[src/rtl/debounce_arbiter.sv]
// debounce_arbiter: debounces N_BTN buttons through one shared, round-robin-granted settle counter.
// Define DEBOUNCE_RELEASE_EN to add the btn_release one-cycle pulse output.
module debounce_arbiter #(
   parameter int N_BTN         = 4,
   parameter int IDX_W         = 2,
   parameter int CNT_W         = 21,
   parameter int SETTLE_CYCLES = 2000000
) (
   input  logic             clk,
   input  logic             reset,
   input  logic [N_BTN-1:0] btn_in,
   output logic [N_BTN-1:0] btn_level,
   output logic [N_BTN-1:0] btn_press,
`ifdef DEBOUNCE_RELEASE_EN
   output logic [N_BTN-1:0] btn_release,
`endif
   output logic             busy,
   output logic [IDX_W-1:0] grant_idx
);
   typedef enum logic [1:0] {IDLE, SETTLE, COMMIT} state_t;
   state_t state, state_n;
   logic [N_BTN-1:0] sync1, sync, cand, level_n, press_n;
   logic [IDX_W-1:0] ptr, ptr_n, grant_n, pick;
   logic [CNT_W-1:0] cnt, cnt_n;
   logic found;
`ifdef DEBOUNCE_RELEASE_EN
   logic [N_BTN-1:0] rel_n;
`endif
   assign cand = sync ^ btn_level;
   assign busy = state != IDLE;
   // first pending candidate after the last served button, wrapping modulo N_BTN
   always_comb begin
      pick  = '0;
      found = 1'b0;
      for (int k = 1; k <= N_BTN; k++)
         if (!found && cand[IDX_W'((int'(ptr) + k) % N_BTN)]) begin
            pick  = IDX_W'((int'(ptr) + k) % N_BTN);
            found = 1'b1;
         end
   end
   always_comb begin
      state_n = state;
      grant_n = grant_idx;
      cnt_n   = cnt;
      ptr_n   = ptr;
      level_n = btn_level;
      press_n = '0;
`ifdef DEBOUNCE_RELEASE_EN
      rel_n   = '0;
`endif
      case (state)
         IDLE:
            if (|cand) begin
               grant_n = pick;
               cnt_n   = '0;
               state_n = SETTLE;
            end
         SETTLE:
            if (sync[grant_idx] == btn_level[grant_idx]) begin
               ptr_n   = grant_idx;
               state_n = IDLE;
            end else if (cnt == CNT_W'(SETTLE_CYCLES - 1)) state_n = COMMIT;
            else cnt_n = cnt + CNT_W'(1);
         COMMIT: begin
            level_n[grant_idx] = sync[grant_idx];
            press_n[grant_idx] = sync[grant_idx];
`ifdef DEBOUNCE_RELEASE_EN
            rel_n[grant_idx]   = ~sync[grant_idx] & btn_level[grant_idx];
`endif
            ptr_n   = grant_idx;
            state_n = IDLE;
         end
         default: state_n = IDLE;
      endcase
   end
   always_ff @(posedge clk or posedge reset)
      if (reset) begin
         sync1       <= '0;
         sync        <= '0;
         state       <= IDLE;
         grant_idx   <= '0;
         cnt         <= '0;
         ptr         <= IDX_W'(N_BTN - 1);
         btn_level   <= '0;
         btn_press   <= '0;
`ifdef DEBOUNCE_RELEASE_EN
         btn_release <= '0;
`endif
      end else begin
         sync1       <= btn_in;
         sync        <= sync1;
         state       <= state_n;
         grant_idx   <= grant_n;
         cnt         <= cnt_n;
         ptr         <= ptr_n;
         btn_level   <= level_n;
         btn_press   <= press_n;
`ifdef DEBOUNCE_RELEASE_EN
         btn_release <= rel_n;
`endif
      end
endmodule
[config.mk]
export PLATFORM = sky130hd
export DESIGN_NAME = debounce_arbiter
export DESIGN_NICKNAME = d
export VERILOG_FILES = /design/src/rtl/debounce_arbiter.sv
export SDC_FILE = /design/constraint.sdc
export NUM_CORES = 1
export LEC_CHECK = 0
export ABC_AREA = 1
export BUFFER_PORTS_ARGS = -buffer_cell sky130_fd_sc_hd__buf_4
export CORE_MARGIN = 2
export CORE_UTILIZATION = 30
export DETAILED_ROUTE_END_ITERATION = 6
export HOLD_SLACK_MARGIN = 0.05
export MAX_ROUTING_LAYER = met4
export PLACE_DENSITY = 0.53
export SETUP_SLACK_MARGIN = 0.02
export SLEW_MARGIN = 30
export SYNTH_ARGS = -nofsm -noshare
export SYNTH_HDL_FRONTEND = slang
export SYNTH_SLANG_ARGS = --single-unit
[constraint.sdc]
create_clock -name clk -period 3.3 [get_ports clk]
set_input_delay 0.66 -clock clk [delete_from_list [all_inputs] [get_ports clk]]
set_output_delay 0.66 -clock clk [all_outputs]
set_load 0.005 [all_outputs]
== Yosys cells after proc, flatten, opt, wreduce, memory -nomap -nowiden ==
Cells that the tools add are included.
W data, S select, Z words.
Storage, ports and cells
  bits in registers: 43
  bits of input ports: 6
Operators by class
  add/subtract/negate cells: 5
  $lt $le $gt $ge: 6
  equal/unequal tests: 9
  multiplexer cells: 37
  bitwise gates (word level): 2
  reduce and logical (&&, ||, !) cells: 16
Operators by type and width (number)
  $mux W21: 3
  $pmux W21 S2: 1
  $add A21 B1 Y21 const B: 1
  $eq A21 B21 Y1 const B: 1
  $lt A2 B4 Y1 const B: 4
  $mux W2: 8
  $mux W1: 14
  $bmux W1 S2: 6
  $ne A2 B2 Y1 const B: 4
  $pmux W2 S2: 2
  $reduce_and A2 Y1: 3
  $reduce_bool A2 Y1: 3
  $add A2 B1 Y2 const B: 2
  $add A2 B2 Y2 const B: 2
  $and A4 B4 Y4: 1
  $bwmux W4: 1
  $logic_and A1 B1 Y1: 4
  $mux W4: 1
  $reduce_and A4 Y1: 1
  $reduce_or A4 Y1: 1
  $xor A4 B4 Y4: 1
  $logic_not A1 Y1: 3
  $lt A2 B3 Y1 const B: 1
  $ne A3 B3 Y1 const B: 1
  6 further kinds: 6

== Logic depth before layout (Yosys ltp) ==
  word-level depth: 14
  mapped depth: 12

== Worst setup path before layout ==
No wires, ideal clock.
  path kind: reg2reg
  start: reg cnt[0]
  end: reg cnt[12]
  data arrival time: 1.552 ns
  path slack: 1.632 ns
  stages on the path, launching flop included: 12
  path buffers: 1
  clock period less this slack: 1.668 ns
  cell sequence: dfrtp_1 > ha_1 > nand3_2 > nor2_4 > nand4_1 > nor2_1 > nor2_1 > nand2_1 > nand2_1 > buf_2 > nand2_1 > nand2_1
On the way
  cells in the longest elaborated chain, start to end: 4
  elaborated cells between the ends (all ways): 7
  classes of those cells: 1 x add/sub; 2 x eq/ne; 3 x mux; 1 x reduce/logical
Ends and longest elaborated chain
  from (decl): line 24  | logic [CNT_W-1:0] cnt, cnt_n;
  from (signal assigned): line 94  | cnt <= cnt_n;
  $add A21 B1 Y21: line 63  | else cnt_n = cnt + CNT_W'(1);
  $mux W21: line 62  | end else if (cnt == CNT_W'(SETTLE_CYCLES - 1)) state_n = COMMIT;
  $mux W21: line 59  | if (sync[grant_idx] == btn_level[grant_idx]) begin
  $pmux W21 S2: line 51  | case (state)
Parallel ways exist; a longest one is shown, timed or not. The select of a mux whose other input is x is not followed.
A chain may end at the register's enable or synchronous reset.

== Worst setup path in the final report ==
  start: reg cnt[0]
  end: reg cnt[20]
The elaborated chain is that of the path after synthesis.

==> metrics.cfg <==
[outcome]
status = completed

[power_and_ir_drop]
comb_power_share_pct = 40.3
pwr-share-clk_pct = 22.3
swShare_pct = 42.7
power_density_mw_per_mm2 = 619
ir_drop_v = 0.000219
p_leak_nw = 1.45
power_frac_seq_pct = 37.4
power.internal_mw = 1.05
p_switching_mw = 0.783

[timing]
drv_slew = 0
setup_viol = 0
max_freq_ghz = 0.445
hold_viol = 0
fin_crit_sh_pct = 68.1
max_slew_margin_pct = 42.8
rsz0062_at_grt = no
fin_setup_tns_ns = 0
setup_slack_ns = 1.05
tightestPinTransition_ns = 0.858
finClkSkew_ns = 0.0107
min_period_ns = 2.25

[synthesis]
synth_xor_area_share_pct = 5.24
muxShareOfSynthArea_pct = 0
ys_warn_count = 0
synth.avg_cell_area_um2 = 6.77
synth-simple-area-share_pct = 42.6
ys_ff_latch = 43
synth_cells = 395
ys_types = 27
syn-num-nets = 402
ys_seq_area_share_pct = 40.3
synthAdderAreaFrac_pct = 0.468
synth_top_family_by_area = simple AND/OR/NAND/NOR gates
syn_area_mm2 = 0.00267
synth_compound_area_share_pct = 2.99

[drt]
final_antenna_net_count = 0
wire_per_inst_um = 11.8
drt_iter0_drc = 162
route.vias.total = 2421
wirelength_um = 6050
drc_errors = 0
viasPerCell = 4.71
dr.pass1.iters = 5

[global_route]
grt_usage_pct = 14.3
grt_pass1_wl_um = 11200
gr-total-overflow = 0
grt_antenna_before_repair = 0
grt_pass1_vias = 2412
grt_max_degree = 44

[clock_tree]
clockRootBuffer = clkbuf_8
cts_resized = 0
clkTransAtPathRegs_ns = 0.09
cts_tree = built
cts_buffer_depth = 2
insertion_delay_ns = 0.29
cts_made_buffers = 5
cts.sinks = 43
post_cts_buffers = 0
hold_buffers = 0
htreeDepth = 2

[critical_path]
path_cells = ha_1 -> nand3_2 -> nor2_4 -> nand4_1 -> nor2_1 -> nor2_1 -> o21ai_2 -> nand2_1 -> nand2_1
path_class = register to register
setup.worst_path.end = cnt[20]
cp.arrival_ns = 2.47
reg2reg_slack_ns = 1.05
cp.required_ns = 3.52
max_stage_delay_ns = 0.68
worstPathMaxFanout = 21
cp-startpoint = cnt[0]
cp-end-kind = register
reg2reg_from = cnt[0]
setup.worst_path.start_class = register
r2r_end = cnt[20]
crit_path_top_delay_cell = o21ai_2
reg2reg_depth = 9

[place]
placed_cell_area_mm2 = 0.00285
pre_cts_slack_ns = 1.01
port_buffers = 16
post-dp-hpwl_um = 4470
dp.cells = 506
gp_congestion = 0.862

[floorplanning]
die-area_mm2 = 0.00968
core-area_mm2 = 0.00868
die_x_um = 98.4
row_count = 34
die_h_um = 98.4
initial_utilization_pct = 30.8
ios = 17

[cells_and_area]
synthToLayoutAreaGrowth_pct = 10.7
nets = 412
n_antenna_cell = 0
finalInstanceArea_mm2 = 0.00296
drive_gt1_share_pct = 7.88
final_cells = 514

[hold_path]
hp-class = register to register

[flow_run]
cap_violations = 0

==> critical path: cells and delay by family (launching register included) <==
kind | cells | cell delay (ns)
compound gates | 1 | 0.68
fa+ha+maj | 1 | 0.27
flops | 1 | 0.43
simple gates | 7 | 0.82
==> power by group through the flow <==
stage	registers (mW)	logic (mW)	clock network, mW
after floorplan	0.627	0.690	0
after global placement	0.694	0.748	0
after detailed placement	0.695	0.747	0
after CTS	0.684	0.749	0.425
after global routing	0.697	0.862	0.451
final	0.685	0.738	0.409
==> cell usage in the layout, fill, tap and decap left out <==
cell type and n:
clkinvlp_4 1, clkinv_1 1, nor3_1 8, nor2_4 1, nand3_1 42, nand3_2 1, o21bai_1 1, buf_4 17
clkinv_2 1, or2_2 1, xnor2_1 6, nor3b_1 1, ha_1 1, clkbuf_8 5, dfrtp_1 41, a21oi_1 3
inv_1 34, o22ai_1 3, nor4_1 3, xor2_1 10, o21ai_0 6, dfstp_2 2, nor2_1 54, clkbuf_1 1
nand4_1 10, bufinv_16 1, nand2_1 149, o21ai_2 1, nor3_2 1
==> routing by layer <==
layer	vias up	global-route usage, %	part of all wire [%]
met5	-	-	0
met4	0	3.16	0.66
met3	2	2.36	2.1
met2	23	23.1	48
met1	1134	18.9	49
li1	1262	-	-
==> worst min-delay path by stage <==
| stage | start | to | cells past startpoint |
|---|---|---|---|
| 3_5_place_dp | sync1[3] | sync[3] | 0 |
| 6_report | sync1[0] | sync[0] | 0 |
| 5_1_grt | sync1[0] | sync[0] | 0 |
| 2_1_floorplan | sync1[0] | sync[0] | 0 |
| 3_3_place_gp | sync1[2] | sync[2] | 0 |
| 4_1_cts | sync1[0] | sync[0] | 0 |
==> metrics by stage <==
step	utilization [%]	hold slack, ns	power [mW]
after floorplan	-	0.331	1.32
after detailed placement	32.8	0.335	1.44
after CTS	34.1	0.357	1.86
after global placement	32.8	0.340	1.44
final	34.1	0.355	1.83
after global routing	34.1	0.368	2.01
==> kinds of logic after synthesis <==
| kind of cell | Yosys count |
|---|---|
| flip-flops | 43 |
| AND/OR/NAND/NOR | 271 |
| XOR/XNOR | 16 |
| adder cells (fa/ha/maj) | 1 |
| buffers and inverters | 50 |
| AO/OA/AOI/OAI | 14 |
==> cell usage after synthesis, drive strengths merged <==
cell / instances / area [um2]
dfstp: 2 / 52.6
clkbuf: 3 / 11.3
nand4: 10 / 62.6
clkinv: 1 / 3.75
xor2: 10 / 87.6
o22ai: 3 / 18.8
a21oi: 3 / 15.0
xnor2: 6 / 52.6
o21bai: 1 / 7.51
nor2: 55 / 214
nor3: 9 / 50.1
ha: 1 / 12.5
buf: 11 / 77.6
nor4: 3 / 18.8
or2: 1 / 6.26
dfrtp: 41 / 1030
o21ai: 7 / 38.8
inv: 35 / 131
nor3b: 1 / 7.51
nand2: 149 / 559
nand3: 43 / 220
==> area by class of cell <==
class                   count  area [um2]
clock buffers               6        72.6
fillers                   974        5720
repair buffers             17         128
well taps                 108         135
clock inverters             2        37.5
multi-input cells         302        1370
inverters                  36         136
flip-flops and latches     43        1080
==> sequential cells by signal, summed over array words and instances (netlist names) <==
register   flops
cnt           21
btn_level      4
btn_press      4
sync1          4
sync           4
grant_idx      2
ptr            2
state          2
(Power assumes the default switching activity.)
